$ cat config.mk
export PLATFORM = sky130hd
export DESIGN_NAME = fft_sdf_bf_st3
export DESIGN_NICKNAME = d
export VERILOG_FILES = /design/src/rtl/fft_pkg.sv /design/src/rtl/fft_cmul.sv /design/src/rtl/fft_sdf_bf_st3.sv
export SDC_FILE = /design/constraint.sdc
export NUM_CORES = 2
export LEC_CHECK = 0
export BUFFER_PORTS_ARGS = -buffer_cell sky130_fd_sc_hd__buf_4
export CAP_MARGIN = 10
export CORE_MARGIN = 8
export CORE_UTILIZATION = 60
export CTS_CLUSTER_DIAMETER = 200
export CTS_CLUSTER_SIZE = 10
export DETAILED_ROUTE_END_ITERATION = 8
export PLACE_DENSITY = 0.77
export SKIP_LAST_GASP = 1
export SYNTH_ARGS = -nofsm -noshare
export SYNTH_HDL_FRONTEND = slang
export SYNTH_SLANG_ARGS = --single-unit
$ cat constraint.sdc
create_clock -name clk -period 17.4 [get_ports clk]
set_input_delay 1.74 -clock clk [delete_from_list [all_inputs] [get_ports clk]]
set_output_delay 1.74 -clock clk [all_outputs]
set_load 0.01 [all_outputs]
$ cat src/rtl/fft_pkg.sv
// fft_pkg: widths, complex sample types and output saturation shared by the SDF butterfly stages.
package fft_pkg;
  localparam int DW      = 12;
  localparam int TW      = 12;
  localparam int TW_FRAC = TW - 1;
  localparam int DELAY   = 2;
  localparam int AW      = $clog2(DELAY);
  localparam int CW      = $clog2(2 * DELAY);
  localparam int PW      = DW + TW + 2;

  typedef struct packed {
    logic signed [DW:0] re;
    logic signed [DW:0] im;
  } cplx_t;

  typedef struct packed {
    logic signed [TW-1:0] re;
    logic signed [TW-1:0] im;
  } tw_t;

  // Clamp a shifted product to the DW+1 bit output range.
  function automatic logic signed [DW:0] sat(input logic signed [PW-1:0] v);
    if ((&v[PW-1:DW]) || (~|v[PW-1:DW])) return v[DW:0];
    else if (v[PW-1]) return {1'b1, {DW{1'b0}}};
    else return {1'b0, {DW{1'b1}}};
  endfunction
endpackage

$ cat src/rtl/fft_cmul.sv
// fft_cmul: two-stage complex multiply by a Q1.(TW-1) twiddle, with an exact unity bypass.
// FFT_ROUND_EN: when defined, round half up before the fractional shift; otherwise truncate.
module fft_cmul
  import fft_pkg::*;
(
  input  logic  clk,
  input  logic  rst_n,
  input  logic  in_valid,
  input  logic  sel_tw,
  input  cplx_t din,
  input  tw_t   tw,
  output logic  out_valid,
  output cplx_t dout
);
`ifdef FFT_ROUND_EN
  localparam logic signed [PW-1:0] RND = PW'(1) << (TW_FRAC - 1);
`else
  localparam logic signed [PW-1:0] RND = '0;
`endif

  logic signed [DW:0]   a_re, a_im;
  logic signed [TW-1:0] t_re, t_im;
  logic signed [PW-1:0] m_re, m_im;
  logic signed [PW-1:0] s_re, s_im;

  logic                 a_valid, a_sel;
  logic signed [PW-1:0] a_mre, a_mim;
  cplx_t                a_byp;

  always_comb begin
    a_re = din.re;
    a_im = din.im;
    t_re = tw.re;
    t_im = tw.im;
    m_re = PW'(a_re) * PW'(t_re) - PW'(a_im) * PW'(t_im);
    m_im = PW'(a_re) * PW'(t_im) + PW'(a_im) * PW'(t_re);
  end

  assign s_re = (a_mre + RND) >>> TW_FRAC;
  assign s_im = (a_mim + RND) >>> TW_FRAC;

  always_ff @(posedge clk or negedge rst_n) begin
    if (!rst_n) begin
      a_valid   <= 1'b0;
      a_sel     <= 1'b0;
      a_mre     <= '0;
      a_mim     <= '0;
      a_byp     <= '0;
      out_valid <= 1'b0;
      dout      <= '0;
    end else begin
      a_valid   <= in_valid;
      a_sel     <= sel_tw;
      a_mre     <= m_re;
      a_mim     <= m_im;
      a_byp     <= din;
      out_valid <= a_valid;
      // Output holds its last sample while nothing new arrives.
      if (a_valid) begin
        if (a_sel) begin
          dout.re <= sat(s_re);
          dout.im <= sat(s_im);
        end else begin
          dout <= a_byp;
        end
      end
    end
  end
endmodule

$ cat src/rtl/fft_sdf_bf_st3.sv
// fft_sdf_bf_st3: radix-2 DIF single-path delay-feedback butterfly, FFT stage 3, twiddle ROM driver.
// Rounding of the twiddle product is selected by FFT_ROUND_EN (see fft_cmul).
module fft_sdf_bf_st3
  import fft_pkg::*;
(
  input  logic                 clk,
  input  logic                 rst_n,
  input  logic                 in_valid,
  input  logic signed [DW-1:0] in_re,
  input  logic signed [DW-1:0] in_im,
  output logic [AW-1:0]        tw_addr,
  input  logic signed [TW-1:0] tw_re,
  input  logic signed [TW-1:0] tw_im,
  output logic                 out_valid,
  output logic signed [DW:0]   out_re,
  output logic signed [DW:0]   out_im
);
  logic [CW-1:0] cnt;
  logic          primed;
  logic          phase;
  cplx_t         dl [DELAY];
  cplx_t         x, head, bf, dl_in;
  logic          p1_valid, p1_sel;
  cplx_t         p1_d;
  tw_t           tw_in;
  cplx_t         res;

  assign phase   = cnt[CW-1];
  assign tw_addr = cnt[AW-1:0];
  assign head    = dl[DELAY-1];

  // Fill phase parks x and emits the previous frame's difference; butterfly phase forms sum/difference.
  always_comb begin
    x.re  = {in_re[DW-1], in_re};
    x.im  = {in_im[DW-1], in_im};
    bf    = head;
    dl_in = x;
    if (phase) begin
      bf.re    = head.re + x.re;
      bf.im    = head.im + x.im;
      dl_in.re = head.re - x.re;
      dl_in.im = head.im - x.im;
    end
  end

  always_ff @(posedge clk or negedge rst_n) begin
    if (!rst_n) begin
      cnt      <= '0;
      primed   <= 1'b0;
      p1_valid <= 1'b0;
      p1_sel   <= 1'b0;
      p1_d     <= '0;
      for (int i = 0; i < DELAY; i++) dl[i] <= '0;
    end else begin
      p1_valid <= in_valid && (phase || primed);
      if (in_valid) begin
        cnt    <= (cnt == CW'(2 * DELAY - 1)) ? '0 : cnt + 1'b1;
        p1_d   <= bf;
        p1_sel <= !phase;
        if (phase) primed <= 1'b1;
        dl[0] <= dl_in;
        for (int i = 1; i < DELAY; i++) dl[i] <= dl[i-1];
      end
    end
  end

  // ROM data for the P1 sample arrives one cycle after tw_addr, alongside P1.
  assign tw_in.re = tw_re;
  assign tw_in.im = tw_im;

  fft_cmul u_cmul (
    .clk       (clk),
    .rst_n     (rst_n),
    .in_valid  (p1_valid),
    .sel_tw    (p1_sel),
    .din       (p1_d),
    .tw        (tw_in),
    .out_valid (out_valid),
    .dout      (res)
  );

  assign out_re = res.re;
  assign out_im = res.im;
endmodule
==> flow_summary.yaml <==
die:
  num_rows: 86
  core_area_mm2: 0.05509
  chipWidth_um: 252.1
  initial_utilization: 0.6069
  die_area_mm2: 0.06354
  io_pins: 79
  die_h_um: 252.1
clocking:
  clock_sinks: 168
  cts_tree: "done"
  cts-root-buf: "clkbuf_16"
  cts_resized: 0
  htreeDepth: 4
  postCtsHoldBufs: 0
  cts_buffer_depth: 2
  path_clk_slew_ns: 0.08
  cts_buffers: 17
  postCtsSetupBuffers: 0
  clk_latency_ns: 0.48
sta:
  slew_violations: 0
  min_period_ns: 7.766
  rsz0062_at_grt: "no"
  finClkSkew_ns: 0.01309
  setup_violations: 0
  finalCritPeriodShare: 0.4463
  timing.final.ws_setup_ns: 9.634
  maxClockFrequency_ghz: 0.1288
  slew-limit-headroom: 0.1488
  totalNegativeSetupSlack_ns: 0
  hold_violations: 0
  tightest_slew_ns: 1.277
logic_synthesis:
  syn_nets: 4718
  ys_types: 69
  synth_warnings: 0
  synth_top_cell_area_share: 0.3568
  yosys.area.top_type: "fa_1"
  synth_ff_type: "dfrtp_1"
  synth-edff-count: 0
  synth-seq-cells: 168
  yosysSeqAreaShare: 0.1257
  ys_top_cells_by_area: "fa_1, dfrtp_1, ha_1, inv_1, nand2_1"
  syn-cell-area_mm2: 0.03344
  avgSynthCellArea_um2: 8.888
  ys_async_sr_fraction: 1.000
  syn_inst: 3762
cells_and_area:
  fill_cells: 4675
  fin_nets: 4689
  final_cell_mix: "inv_1, fa_1, nand2_1, ha_1, and2_1"
  layout_commonest_cell: "inv_1"
  regArea_mm2: 0.004208
  area_growth_pct: 5.261
  final_cells: 4496
  multi_input_area_mm2: 0.02565
  final_layout_size_suffix_gt1_frac: 0.05793
  post-route-util: 0.6389
worst_hold_path:
  hold_class: "register to register"
  worstHoldStart: "p1_valid"
setup_path:
  critPathLaunch: "tw_im[11]"
  path_delay_family: "adder cells"
  cp_slowest_cell: "inv_1"
  crit_top_cell: "fa_1"
  cp_cell_sequence: "buf_4 > inv_1 > nor2_1 > fa_1 > fa_1 > fa_1 > fa_1 > inv_1 > fa_1 > inv_1 > ha_1 > and3_1 > nand3_1 > o311ai_0 > nand2_1 > xnor2_1 > ha_1 > and2_1 > a22o_1 > a31oi_2 > a21oi_2 > a211oi_2 > xnor2_1"
  crit_required_ns: 17.80
  end_kind: "register"
  rrSetupSlack_ns: 10.07
  crit_fanout: 22
  crit_buf_inv: 4
  arrival_ns: 8.17
  crit_type: "input pin to register"
  critPathMaxStageDelay_ns: 0.63
  r2r_start: "p1_d[4]"
  start_kind: "input pin"
drt:
  met2_length_mm: 38.44
  met3_length_mm: 5.277
  wl_per_cell_um: 17.27
  first_pass_iters: 7
  wl_mm: 77.67
  dr_total_vias: 24950
  m1WireLength_mm: 31.61
  drc: 0
  antenna_left: 0
  maxUsedRoutingLayer: "met4"
  drtIter0Drc: 1597
  viasPerCell: 5.550
place:
  dp_slack_ns: 9.217
  place_congestion: 0.8890
  port_buffers: 78
  dp.cells: 4462
  dp_hpwl_mm: 60.80
grt:
  antenna_found_initial: 1
  grt_usage: 0.2567
  grt_max_degree: 75
  grt_pass1_wl_mm: 131.6
  grt_pass1_vias: 26130
  grt_remaining_overflow: 0
run_status:
  status: "finished clean"
job:
  drv_cap: 0
[registers in the layout (all words and copies together) (netlist names)]
signal,count
u_cmul.a_mre,15
u_cmul.out_valid,1
cnt,2
p1_valid,1
u_cmul.dout,26
dl,52
u_cmul.a_sel,1
p1_d,26
p1_sel,1
u_cmul.a_valid,1
primed,1
u_cmul.a_mim,15
u_cmul.a_byp,26
[cell type report]
| cell class | instances | share of cell area |
|---|---|---|
| diodes | 2 | 0.0001422 |
| repair buffers | 110 | 0.02364 |
| clock buffers | 17 | 0.01209 |
| inverters | 797 | 0.08500 |
| multi-input cells | 2639 | 0.7287 |
| well taps | 748 | 0.02659 |
| flip-flops and latches | 168 | 0.1196 |
| clock inverters | 15 | 0.004266 |
[per-stage QoR]
step | area (µm²) | hold slack (ns)
2_1_floorplan | 33440 | 0.3312
3_3_place_gp | 34620 | 0.3322
3_5_place_dp | 34620 | 0.3362
4_1_cts | 35190 | 0.3605
6_report | 35200 | 0.3576
5_1_grt | 35190 | 0.3606
[cells in the mapped netlist (all sizes together), types with 8 or more instances]
library cell,instances
clkbuf,150
o21bai,18
o211ai,16
mux2i,22
or3,20
dfrtp,168
nand2,437
fa,596
inv,797
nand2b,33
a31oi,14
a21oi,194
nor2b,17
o31ai,13
nor3,47
ha,309
nor2,212
nand3,37
a211oi,24
o21a,15
and3,15
mux2,43
xnor2,107
o21ai,63
buf,8
a21o,41
xor2,33
and2,224
[per-layer routing]
metal  up-vias  track usage
met4         0      0.08844
met5         -            0
met2       836       0.4382
met1     12490       0.3315
met3       133      0.04044
li1      11500            -
[kinds of logic (layout without fill, tap and decap cells)]
group,Yosys count,after routing,share of synthesized area
other cells,0,2,0
compound gates,461,461,0.08779
simple gates,1068,1068,0.1491
fa+ha+maj,905,905,0.4725
flops,168,168,0.1257
xor+xnor,140,140,0.03667
buf+inv,955,939,0.1072
mux,65,65,0.02107
[worst paths after layout]
| check | end | cells after the start |
|---|---|---|
| worst max-delay path | u_cmul.a_mim[24] | 23 |
| worst min-delay path | u_cmul.a_valid | 0 |
| worst max register to register | u_cmul.a_mre[24] | 27 |
| worst min register to register | u_cmul.a_valid | 0 |
| max in group asynchronous | u_cmul.out_valid | 3 |
| min in group asynchronous | u_cmul.dout[23] | 1 |
Power is left out: the tool's default activity adds up to more than one toggle a clock period on the data nets, which glitch-free logic cannot reach.
